$ cat config.mk
export PLATFORM = sky130hd
export DESIGN_NAME = display_scanner
export DESIGN_NICKNAME = d
export VERILOG_FILES = /design/src/rtl/display_pkg.sv /design/src/rtl/display_scan_timer.sv /design/src/rtl/display_scanner.sv
export SDC_FILE = /design/constraint.sdc
export NUM_CORES = 1
export LEC_CHECK = 0
export BUFFER_PORTS_ARGS = -buffer_cell sky130_fd_sc_hd__buf_2
export CAP_MARGIN = 10
export CORE_MARGIN = 4
export CORE_UTILIZATION = 37
export CTS_BUF_LIST = sky130_fd_sc_hd__clkbuf_4 sky130_fd_sc_hd__clkbuf_8 sky130_fd_sc_hd__clkbuf_16
export DETAILED_ROUTE_END_ITERATION = 6
export SETUP_SLACK_MARGIN = 0.5
export SYNTH_ARGS = -nofsm -noshare
export SYNTH_HDL_FRONTEND = slang
export SYNTH_SLANG_ARGS = --single-unit
$ cat constraint.sdc
create_clock -name CLK -period 3 [get_ports CLK]
set_input_delay 0.6 -clock CLK [delete_from_list [all_inputs] [get_ports CLK]]
set_output_delay 0.6 -clock CLK [all_outputs]
set_load 0.01 [all_outputs]
$ cat src/rtl/display_pkg.sv
// Shared constants, state encoding and helpers for the 7-segment display scanner.
package display_pkg;

  localparam int unsigned NUM_DIGITS_DEFAULT = 4;
  localparam int unsigned DWELL_DEFAULT      = 4096;
  localparam int unsigned BLANK_DEFAULT      = 64;

  // Upper bound on digit count supported by nibble_sel.
  localparam int unsigned MAX_DIGITS = 16;
  localparam int unsigned MAX_VALUE_W = 4 * MAX_DIGITS;

  localparam logic ST_BLANK = 1'b0;
  localparam logic ST_ON    = 1'b1;

  typedef enum logic {
    StBlank = ST_BLANK,
    StOn    = ST_ON
  } scan_state_e;

  // Digit 0 is the most significant nibble of the value.
  function automatic logic [3:0] nibble_sel(input logic [MAX_VALUE_W-1:0] value,
                                            input int unsigned num_digits,
                                            input int unsigned idx);
    return value[(num_digits - 1 - idx) * 4 +: 4];
  endfunction

endpackage

$ cat src/rtl/display_scan_timer.sv
// Scan sequencer: BLANK/ON state machine, per-state phase counter and digit index.
module display_scan_timer
  import display_pkg::*;
#(
  parameter int unsigned NUM_DIGITS   = NUM_DIGITS_DEFAULT,
  parameter int unsigned DWELL_CYCLES = DWELL_DEFAULT,
  parameter int unsigned BLANK_CYCLES = BLANK_DEFAULT,
  localparam int unsigned IDX_W = (NUM_DIGITS > 1) ? $clog2(NUM_DIGITS) : 1
) (
  input  logic              CLK,
  input  logic              RST,
  output scan_state_e       state,
  output logic [IDX_W-1:0]  idx,
  output logic              last_phase,
  output logic              enter_on,
  output logic              boundary
);

  localparam int unsigned PHASE_MAX = (DWELL_CYCLES > BLANK_CYCLES) ? DWELL_CYCLES : BLANK_CYCLES;
  localparam int unsigned PHASE_W   = (PHASE_MAX > 1) ? $clog2(PHASE_MAX) : 1;

  scan_state_e        state_q, state_d;
  logic [PHASE_W-1:0] phase_q, phase_d;
  logic [IDX_W-1:0]   idx_q, idx_d;

  // Next-state: advance the phase, switch state at terminal count, step index on ON exit.
  always_comb begin
    state_d    = state_q;
    phase_d    = phase_q + 1'b1;
    idx_d      = idx_q;
    last_phase = 1'b0;
    enter_on   = 1'b0;
    boundary   = 1'b0;
    unique case (state_q)
      StBlank: begin
        if (phase_q == PHASE_W'(BLANK_CYCLES - 1)) begin
          last_phase = 1'b1;
          enter_on   = 1'b1;
          state_d    = StOn;
          phase_d    = '0;
        end
      end
      StOn: begin
        if (phase_q == PHASE_W'(DWELL_CYCLES - 1)) begin
          last_phase = 1'b1;
          state_d    = StBlank;
          phase_d    = '0;
          if (idx_q == IDX_W'(NUM_DIGITS - 1)) begin
            idx_d    = '0;
            boundary = 1'b1;
          end else begin
            idx_d = idx_q + 1'b1;
          end
        end
      end
    endcase
  end

  // State register with synchronous reset.
  always_ff @(posedge CLK) begin
    if (RST) begin
      state_q <= StBlank;
      phase_q <= '0;
      idx_q   <= '0;
    end else begin
      state_q <= state_d;
      phase_q <= phase_d;
      idx_q   <= idx_d;
    end
  end

  assign state = state_q;
  assign idx   = idx_q;

endmodule

$ cat src/rtl/display_scanner.sv
// Time-multiplexed 4-digit 7-segment scanner with frame-synchronous value update
// and leading-zero blanking.
module display_scanner
  import display_pkg::*;
#(
  parameter int unsigned NUM_DIGITS   = NUM_DIGITS_DEFAULT,
  parameter int unsigned DWELL_CYCLES = DWELL_DEFAULT,
  parameter int unsigned BLANK_CYCLES = BLANK_DEFAULT
) (
  input  logic                    CLK,
  input  logic                    RST,
  input  logic [4*NUM_DIGITS-1:0] value_in,
  input  logic [NUM_DIGITS-1:0]   dots_in,
  input  logic                    load,
  input  logic                    lzb,
  output logic [3:0]              nibble,
  output logic                    dot,
  output logic [NUM_DIGITS-1:0]   digit_sel,
  output logic                    frame_start
);

  localparam int unsigned IDX_W   = (NUM_DIGITS > 1) ? $clog2(NUM_DIGITS) : 1;
  localparam int unsigned VALUE_W = 4 * NUM_DIGITS;

  scan_state_e      state;
  logic [IDX_W-1:0] idx;
  logic             last_phase;
  logic             enter_on;
  logic             boundary;

  display_scan_timer #(
    .NUM_DIGITS   (NUM_DIGITS),
    .DWELL_CYCLES (DWELL_CYCLES),
    .BLANK_CYCLES (BLANK_CYCLES)
  ) u_timer (
    .CLK        (CLK),
    .RST        (RST),
    .state      (state),
    .idx        (idx),
    .last_phase (last_phase),
    .enter_on   (enter_on),
    .boundary   (boundary)
  );

  logic [VALUE_W-1:0]    pending_q, pending_d;
  logic [NUM_DIGITS-1:0] pending_dots_q, pending_dots_d;
  logic                  pending_valid_q, pending_valid_d;
  logic [VALUE_W-1:0]    active_q, active_d;
  logic [NUM_DIGITS-1:0] active_dots_q, active_dots_d;
  logic                  frame_start_q, frame_start_d;

  logic [3:0]            nibble_q, nibble_d;
  logic                  dot_q, dot_d;
  logic [NUM_DIGITS-1:0] digit_sel_q, digit_sel_d;

  logic [NUM_DIGITS-1:0] lead_zero;
  logic                  zero_run;
  logic                  suppress;

  // Value staging: loads park in pending and are promoted at the frame boundary.
  // During the first cycle of a frame digit 0 has not been sampled yet, so a load
  // there still lands in the current frame.
  always_comb begin
    pending_d       = pending_q;
    pending_dots_d  = pending_dots_q;
    pending_valid_d = pending_valid_q;
    active_d        = active_q;
    active_dots_d   = active_dots_q;
    frame_start_d   = boundary;
    if (boundary) begin
      if (load) begin
        active_d        = value_in;
        active_dots_d   = dots_in;
        pending_valid_d = 1'b0;
      end else if (pending_valid_q) begin
        active_d        = pending_q;
        active_dots_d   = pending_dots_q;
        pending_valid_d = 1'b0;
      end
    end else if (load && frame_start_q) begin
      active_d        = value_in;
      active_dots_d   = dots_in;
      pending_valid_d = 1'b0;
    end else if (load) begin
      pending_d       = value_in;
      pending_dots_d  = dots_in;
      pending_valid_d = 1'b1;
    end
  end

  // Leading-zero map: digit i suppressible when digits 0..i are all zero (never the last).
  always_comb begin
    zero_run  = 1'b1;
    lead_zero = '0;
    for (int i = 0; i < NUM_DIGITS; i++) begin
      zero_run = zero_run & (active_d[(NUM_DIGITS - 1 - i) * 4 +: 4] == 4'h0);
      if (i < NUM_DIGITS - 1) begin
        lead_zero[i] = zero_run;
      end
    end
  end

  assign suppress = lzb & lead_zero[idx];

  // Output next-state: latch digit data on ON entry, drop the select on ON exit.
  always_comb begin
    nibble_d    = nibble_q;
    dot_d       = dot_q;
    digit_sel_d = digit_sel_q;
    if (enter_on) begin
      nibble_d         = nibble_sel(MAX_VALUE_W'(active_d), NUM_DIGITS, 32'(idx));
      dot_d            = active_dots_d[idx] & ~suppress;
      digit_sel_d      = '0;
      digit_sel_d[idx] = ~suppress;
    end else if (last_phase && (state == StOn)) begin
      digit_sel_d = '0;
    end
  end

  // Registers with synchronous reset; pending data is discarded on reset.
  always_ff @(posedge CLK) begin
    if (RST) begin
      pending_q       <= '0;
      pending_dots_q  <= '0;
      pending_valid_q <= 1'b0;
      active_q        <= '0;
      active_dots_q   <= '0;
      frame_start_q   <= 1'b0;
      nibble_q        <= '0;
      dot_q           <= 1'b0;
      digit_sel_q     <= '0;
    end else begin
      pending_q       <= pending_d;
      pending_dots_q  <= pending_dots_d;
      pending_valid_q <= pending_valid_d;
      active_q        <= active_d;
      active_dots_q   <= active_dots_d;
      frame_start_q   <= frame_start_d;
      nibble_q        <= nibble_d;
      dot_q           <= dot_d;
      digit_sel_q     <= digit_sel_d;
    end
  end

  assign nibble      = nibble_q;
  assign dot         = dot_q;
  assign digit_sel   = digit_sel_q;
  assign frame_start = frame_start_q;

endmodule

==> results.py, run 1 <==
metrics = {
    "outcome": {
        "status": "finished, final reports clean",
    },
    "power_and_ir_drop": {
        "ir_worst_vdd_mv": 0.2277,
        "p_comb_frac": 0.062,
        "clock_power_share": 0.452,
        "pwr-share-seq": 0.487,
        "p_leak_nw": 1.615,
        "swShare": 0.2318,
        "p_per_area_nw_per_um2": 469.2,
        "internal-power_w": 0.001440,
        "switchingPower_w": 0.0004346,
    },
    "sta": {
        "period_needed_ps": 2646,
        "final-setup-viol-count": 0,
        "hold_viol": 0,
        "maxSlewViolCount": 0,
        "holdWs_ps": 454.8,
        "finClkSkew_ps": 10.09,
        "tightest_slew_ps": 703.5,
        "rsz0062_at_grt": "true",
        "fmax_ghz": 0.3780,
        "fin_crit_sh": 0.8819,
        "slew_headroom": 0.5305,
        "setup-tns-final_ps": 0,
    },
    "detailed_routing": {
        "vias": 2971,
        "avgViaCountPerCell": 5.492,
        "drc": 0,
        "antenna_left": 0,
        "routedWlPerCell_um": 16.18,
        "routed_wl_um": 8755,
        "firstDrtPassIters": 5,
        "drt_iter0_markers": 197,
    },
    "setup_path": {
        "cp_num_buf_inv": 1,
        "worstPathCellList": "ha_4, nand4_4, buf_4, o41a_1, nor2_1, nor3_2, or3_1, or3_4, a32o_1",
        "slowest_stage": "o41a_1",
        "crit_fanout": 6,
        "startpoint_type": "flop",
        "path_depth": 9,
        "path_class": "reg -> reg",
        "crit_arrival_ps": 2880,
        "cp-end-kind": "flop",
        "cp.required_ps": 3240,
        "reg2regPathDepth": 9,
        "slowest_delay_ps": 500,
        "crit_family": "simple AND/OR/NAND/NOR gates",
    },
    "clock_network": {
        "clockRootBuffer": "clkbuf_8",
        "hold_buffers": 0,
        "max-clock-path-buffers": 2,
        "cts_tree": "yes",
        "htreeDepth": 3,
        "cts_buffers": 9,
        "path_clk_slew_ps": 80,
        "clkLatencyLatePin_ps": 340,
        "clock-sinks": 66,
    },
    "final_layout": {
        "nets": 460,
        "mostFrequentLayoutCell": "dfxtp_1",
        "diodes": 0,
        "area_growth_pct": 25.26,
        "layout-drive-gt1-share": 0.2569,
        "final_cell_mix": "dfxtp_1, nor2_1, nand2_1, buf_2, buf_4",
    },
    "synthesis": {
        "synthesis.nets": 411,
        "syn_avg_cell_area_um2": 8.349,
        "ys_seq_area_frac": 0.4143,
        "synthArstFlopShare": 0,
        "ys_types": 45,
        "synthFlopType": "dfxtp_1",
        "ys_ff_latch": 66,
        "syn-cell-area_um2": 3189,
        "synth_edf_count": 0,
        "synthCells": 382,
        "yosysWarnings": 0,
    },
    "worst_hold_path": {
        "hp-class": "reg -> reg",
        "hold_depth": 1,
    },
    "floorplan": {
        "boundaryPins": 34,
        "start_util": 0.3843,
        "die_y_um": 100.8,
        "rows": 33,
        "dieArea_um2": 10170,
        "die_w_um": 100.8,
        "core-area_um2": 8299,
    },
    "placement": {
        "port_buffers": 33,
        "dpl.hpwl_um": 6167,
        "gp_congestion": 0.8194,
    },
    "global_route": {
        "gr-total-overflow": 0,
        "grt_start_max_net_pins": 29,
        "grt_pass1_vias": 2859,
        "grt_pass1_wl_um": 14410,
        "grt.total_usage": 0.1806,
        "antenna_found_initial": 0,
    },
    "flow_run": {
        "cap_viol_max_count": 0,
    },
}
## final timing paths
| kind | start | slack [ps] | end |
|---|---|---|---|
| worst max register to register | u_timer.idx[1] | 350 | dot |
| worst max-delay path | u_timer.idx[1] | 350 | dot |
| worst min register to register | u_timer.phase_q[0] | 450 | u_timer.phase_q[0] |
| worst min-delay path | u_timer.phase_q[0] | 450 | u_timer.phase_q[0] |
## power groups by stage
stage	Combinational [W]	Sequential (W)	Clock, W
global placement	0.000112	0.000932	0
CTS	0.000117	0.000912	0.000859
global route	0.000132	0.000914	0.000902
floorplan	0.0000712	0.000926	0
finish	0.000116	0.000912	0.000847
detailed placement	0.000113	0.000933	0
## layout make-up
class,instances,area [um^2]
clock buffer,11,145.1
inverter,8,30.03
fill,796,4304
tap,105,131.4
sequential,66,1341
timing repair buffer,64,426.7
clock inverter,5,77.57
multi-input combinational,282,1843
## timing repair
| item | in CTS | in global routing |
|---|---|---|
| setup buffers | 8 | 1 |
| resized for setup | 14 | 3 |
| endpoints found under the setup margin | 16 | 5 |
| pin swaps | 3 | 1 |
## stage by stage
step | util | cells | total power (W) | worst slack, ps | instance area (um^2)
after floorplan | - | 382 | 0.0009967 | 371.5 | 3271
after global placement | 0.4393 | 516 | 0.001044 | 193.3 | 3646
after detailed placement | 0.4393 | 516 | 0.001046 | 150.3 | 3646
after CTS | 0.4788 | 540 | 0.001888 | 350.7 | 3974
after global routing | 0.4814 | 541 | 0.001948 | 292.3 | 3995
final | 0.4814 | 541 | 0.001875 | 354.3 | 3995
## registers in the layout, indices dropped and copies added, names as in the netlist
register         count
active_dots_q        4
pending_dots_q       4
pending_valid_q      1
nibble               4
digit_sel            4
u_timer.phase_q     12
u_timer.state        1
dot                  1
u_timer.idx          2
pending_q           16
active_q            16
frame_start          1
## Yosys cell counts, types with 2 or more instances
| cell type | n | area share |
|---|---|---|
| o41ai_1 | 2 | 0.0055 |
| nor4_1 | 8 | 0.016 |
| a2111oi_4 | 2 | 0.017 |
| o21ai_0 | 15 | 0.024 |
| nand2_1 | 37 | 0.044 |
| xor2_1 | 4 | 0.011 |
| nand4_1 | 4 | 0.0078 |
| o32ai_1 | 2 | 0.0055 |
| buf_2 | 2 | 0.0031 |
| nand4b_1 | 2 | 0.0055 |
| o22a_1 | 3 | 0.0082 |
| xnor2_1 | 5 | 0.014 |
| or4_1 | 4 | 0.0094 |
| o21ai_1 | 4 | 0.0063 |
| nor3_1 | 16 | 0.025 |
| nor2b_1 | 6 | 0.012 |
| nor2_1 | 56 | 0.066 |
| a21oi_1 | 24 | 0.038 |
| inv_1 | 8 | 0.0094 |
| a32o_1 | 8 | 0.025 |
| mux2i_1 | 17 | 0.053 |
| nand3_1 | 26 | 0.041 |
| o211ai_1 | 3 | 0.0071 |
| mux2_2 | 3 | 0.011 |
| and3_1 | 4 | 0.0078 |
| mux2_1 | 3 | 0.011 |
| ha_1 | 5 | 0.020 |
| o22ai_1 | 4 | 0.0078 |
| dfxtp_1 | 66 | 0.41 |
| and2_1 | 2 | 0.0039 |
| clkbuf_1 | 23 | 0.027 |
## cell families after synthesis
group,after synthesis,synth area share
buf+inv,34,0.04080
mux,24,0.08160
compound gates,75,0.1683
simple gates,169,0.2507
fa+ha+maj,5,0.01962
flops,66,0.4143
xor+xnor,9,0.02471
## routing by layer
layer	up-vias	wire length [um]	track usage	part of all wire
li1	1475	-	-	-
met1	1397	4002	0.2438	0.46
met2	89	4227	0.2906	0.48
met3	10	444	0.03945	0.051
met4	0	80	0.04974	0.0091
met5	-	0	0	0
(Power assumes the default switching activity.)
==> run 2: changes to the inputs <==
- CORE_UTILIZATION: 37 -> 53
- PLACE_DENSITY: unset -> 0.76
==> run 2 against run 1 <==
Effect of this change:
- worst setup slack got worse by 57 ps
- routed wire length about the same
- final cell count decreased by 6.8%
- global-route usage increased by 6.6 points
- count of clock-buffer cells in the layout unchanged
- sequential share of layout area increased by 0.41 points
- utilization increased by 21 points
- worst hold slack improved by 3.2 ps
- final area decreased by 1.4%
- critical endpoint unchanged
==> results.py, run 2 (same netlist as run 1, synthesis figures left out) <==
metrics = {
    "detailed_routing": {
        "routedWlPerCell_um": 17.37,
        "routed_wl_um": 8754,
        "avgViaCountPerCell": 6.101,
        "vias": 3075,
        "firstDrtPassIters": 5,
        "drt_iter0_markers": 303,
        "drc": 0,
        "antenna_left": 0,
    },
    "clock_network": {
        "max-clock-path-buffers": 2,
        "cts_buffers": 9,
        "path_clk_slew_ps": 80,
        "clkLatencyLatePin_ps": 350,
        "clockRootBuffer": "clkbuf_8",
        "htreeDepth": 3,
        "hold_buffers": 0,
        "clock-sinks": 66,
        "cts_tree": "yes",
    },
    "global_route": {
        "grt_pass1_wl_um": 14470,
        "grt_start_max_net_pins": 28,
        "grt_pass1_vias": 2977,
        "antenna_found_initial": 0,
        "grt.total_usage": 0.2470,
        "gr-total-overflow": 0,
    },
    "floorplan": {
        "core-area_um2": 5675,
        "die_w_um": 85.57,
        "die_y_um": 85.57,
        "start_util": 0.5619,
        "rows": 27,
        "dieArea_um2": 7322,
        "boundaryPins": 34,
    },
    "final_layout": {
        "multiInputGateArea_um2": 1868,
        "reg_top3": "active_q (16), pending_q (16), u_timer.phase_q (12)",
        "nFillCells": 441,
        "area_growth_pct": 23.54,
        "seq_area_um2": 1339,
        "diodes": 0,
        "fin_area_um2": 3940,
        "mostFrequentLayoutCell": "dfxtp_1",
        "layout-drive-gt1-share": 0.2546,
        "final_cell_mix": "dfxtp_1, nor2_1, nand2_1, buf_2, nand3_1",
        "nets": 456,
    },
    "worst_hold_path": {
        "hp-class": "reg -> reg",
        "holdPathEnd": "u_timer.phase_q[0]",
        "hold_depth": 1,
        "hp-start": "u_timer.phase_q[0]",
    },
    "flow_run": {
        "cap_viol_max_count": 0,
    },
    "power_and_ir_drop": {
        "ir_worst_vdd_mv": 0.3468,
        "p_leak_nw": 1.600,
        "p_per_area_nw_per_um2": 461.9,
    },
    "placement": {
        "place_area_um2": 3567,
        "port_buffers": 33,
        "gp_congestion": 0.8710,
        "dpl.hpwl_um": 6040,
    },
    "setup_path": {
        "path_class": "reg -> reg",
        "cp-end-kind": "flop",
        "cp.required_ps": 3240,
        "reg2regPathDepth": 8,
        "rr_startpoint": "u_timer.phase_q[1]",
        "crit_fanout": 7,
        "r2r-end": "dot",
        "crit_arrival_ps": 2950,
        "startpoint_type": "flop",
        "r2r_slack_ps": 300,
    },
    "sta": {
        "period_needed_ps": 2703,
        "final-setup-viol-count": 0,
        "fmax_ghz": 0.3700,
        "finClkSkew_ps": 7.965,
        "rsz0062_at_grt": "true",
        "maxSlewViolCount": 0,
        "holdWs_ps": 457.9,
        "hold_viol": 0,
        "slew_headroom": 0.6814,
        "fin_crit_sh": 0.9009,
        "tightest_slew_ps": 476.1,
        "setup-tns-final_ps": 0,
    },
    "outcome": {
        "status": "finished, final reports clean",
    },
}
[run 2: power by group]
| group | internal (W) | leakage (nW) | switching [W] | total [W] |
|---|---|---|---|---|
| clock network | 0.000432 | 0.106 | 0.000359 | 0.000792 |
| logic | 0.0000480 | 0.954 | 0.0000667 | 0.000115 |
| registers | 0.000894 | 0.540 | 0.0000194 | 0.000914 |
[run 2: per-layer routing]
layer / track usage / part of all wire / vias up
li1: - / - / 1462
met1: 0.3288 / 0.43 / 1444
met2: 0.3955 / 0.47 / 134
met3: 0.04323 / 0.066 / 35
met4: 0.1036 / 0.031 / 0
met5: 0 / 0 / -
[run 2: how the worst max path moves through the flow]
| stage | startpoint | to | slack [ps] | cells past startpoint |
|---|---|---|---|---|
| floorplan | u_timer.phase_q[1] | dot | 370 | 9 |
| global route | u_timer.phase_q[1] | dot | 240 | 8 |
| global placement | u_timer.idx[1] | dot | 180 | 8 |
| CTS | u_timer.phase_q[3] | dot | 290 | 9 |
| detailed placement | u_timer.idx[1] | dot | 140 | 8 |
| finish | u_timer.phase_q[1] | dot | 300 | 8 |
[run 2: area by class of cell]
type                    instances  share of cell area
well taps                      72             0.02286
clock inverters                 5             0.01556
clock buffers                  11             0.03842
repair buffers                 60              0.1016
inverters                       8            0.007621
multi-input cells             282              0.4741
flip-flops and latches         66              0.3398
[run 2: metrics by stage]
stage | util | power [W] | setup slack (ps) | std cells
6_report | 0.6942 | 0.001820 | 297.2 | 504
5_1_grt | 0.6942 | 0.001878 | 239.0 | 504
4_1_cts | 0.6828 | 0.001815 | 285.6 | 502
3_5_place_dp | 0.6285 | 0.001044 | 136.9 | 478
3_3_place_gp | 0.6285 | 0.001041 | 184.5 | 478
2_1_floorplan | - | 0.0009967 | 371.5 | 382
[run 2: what timing repair did]
item	4_1_cts	5_1_grt
hold endpoints to repair	0	0
pin swaps	5	4
setup buffers	8	2
setup endpoints to repair	8	14
gates resized for setup	11	13
[run 2: worst max-delay path, cell delays in order, from the launching register on]
cell and delay [ps]:
dfxtp_4 380, ha_4 170, nand2_4 90, or4_4 600
a2111oi_4 270, nor3_2 100, or3_1 360, or3_4 380
a32o_1 260
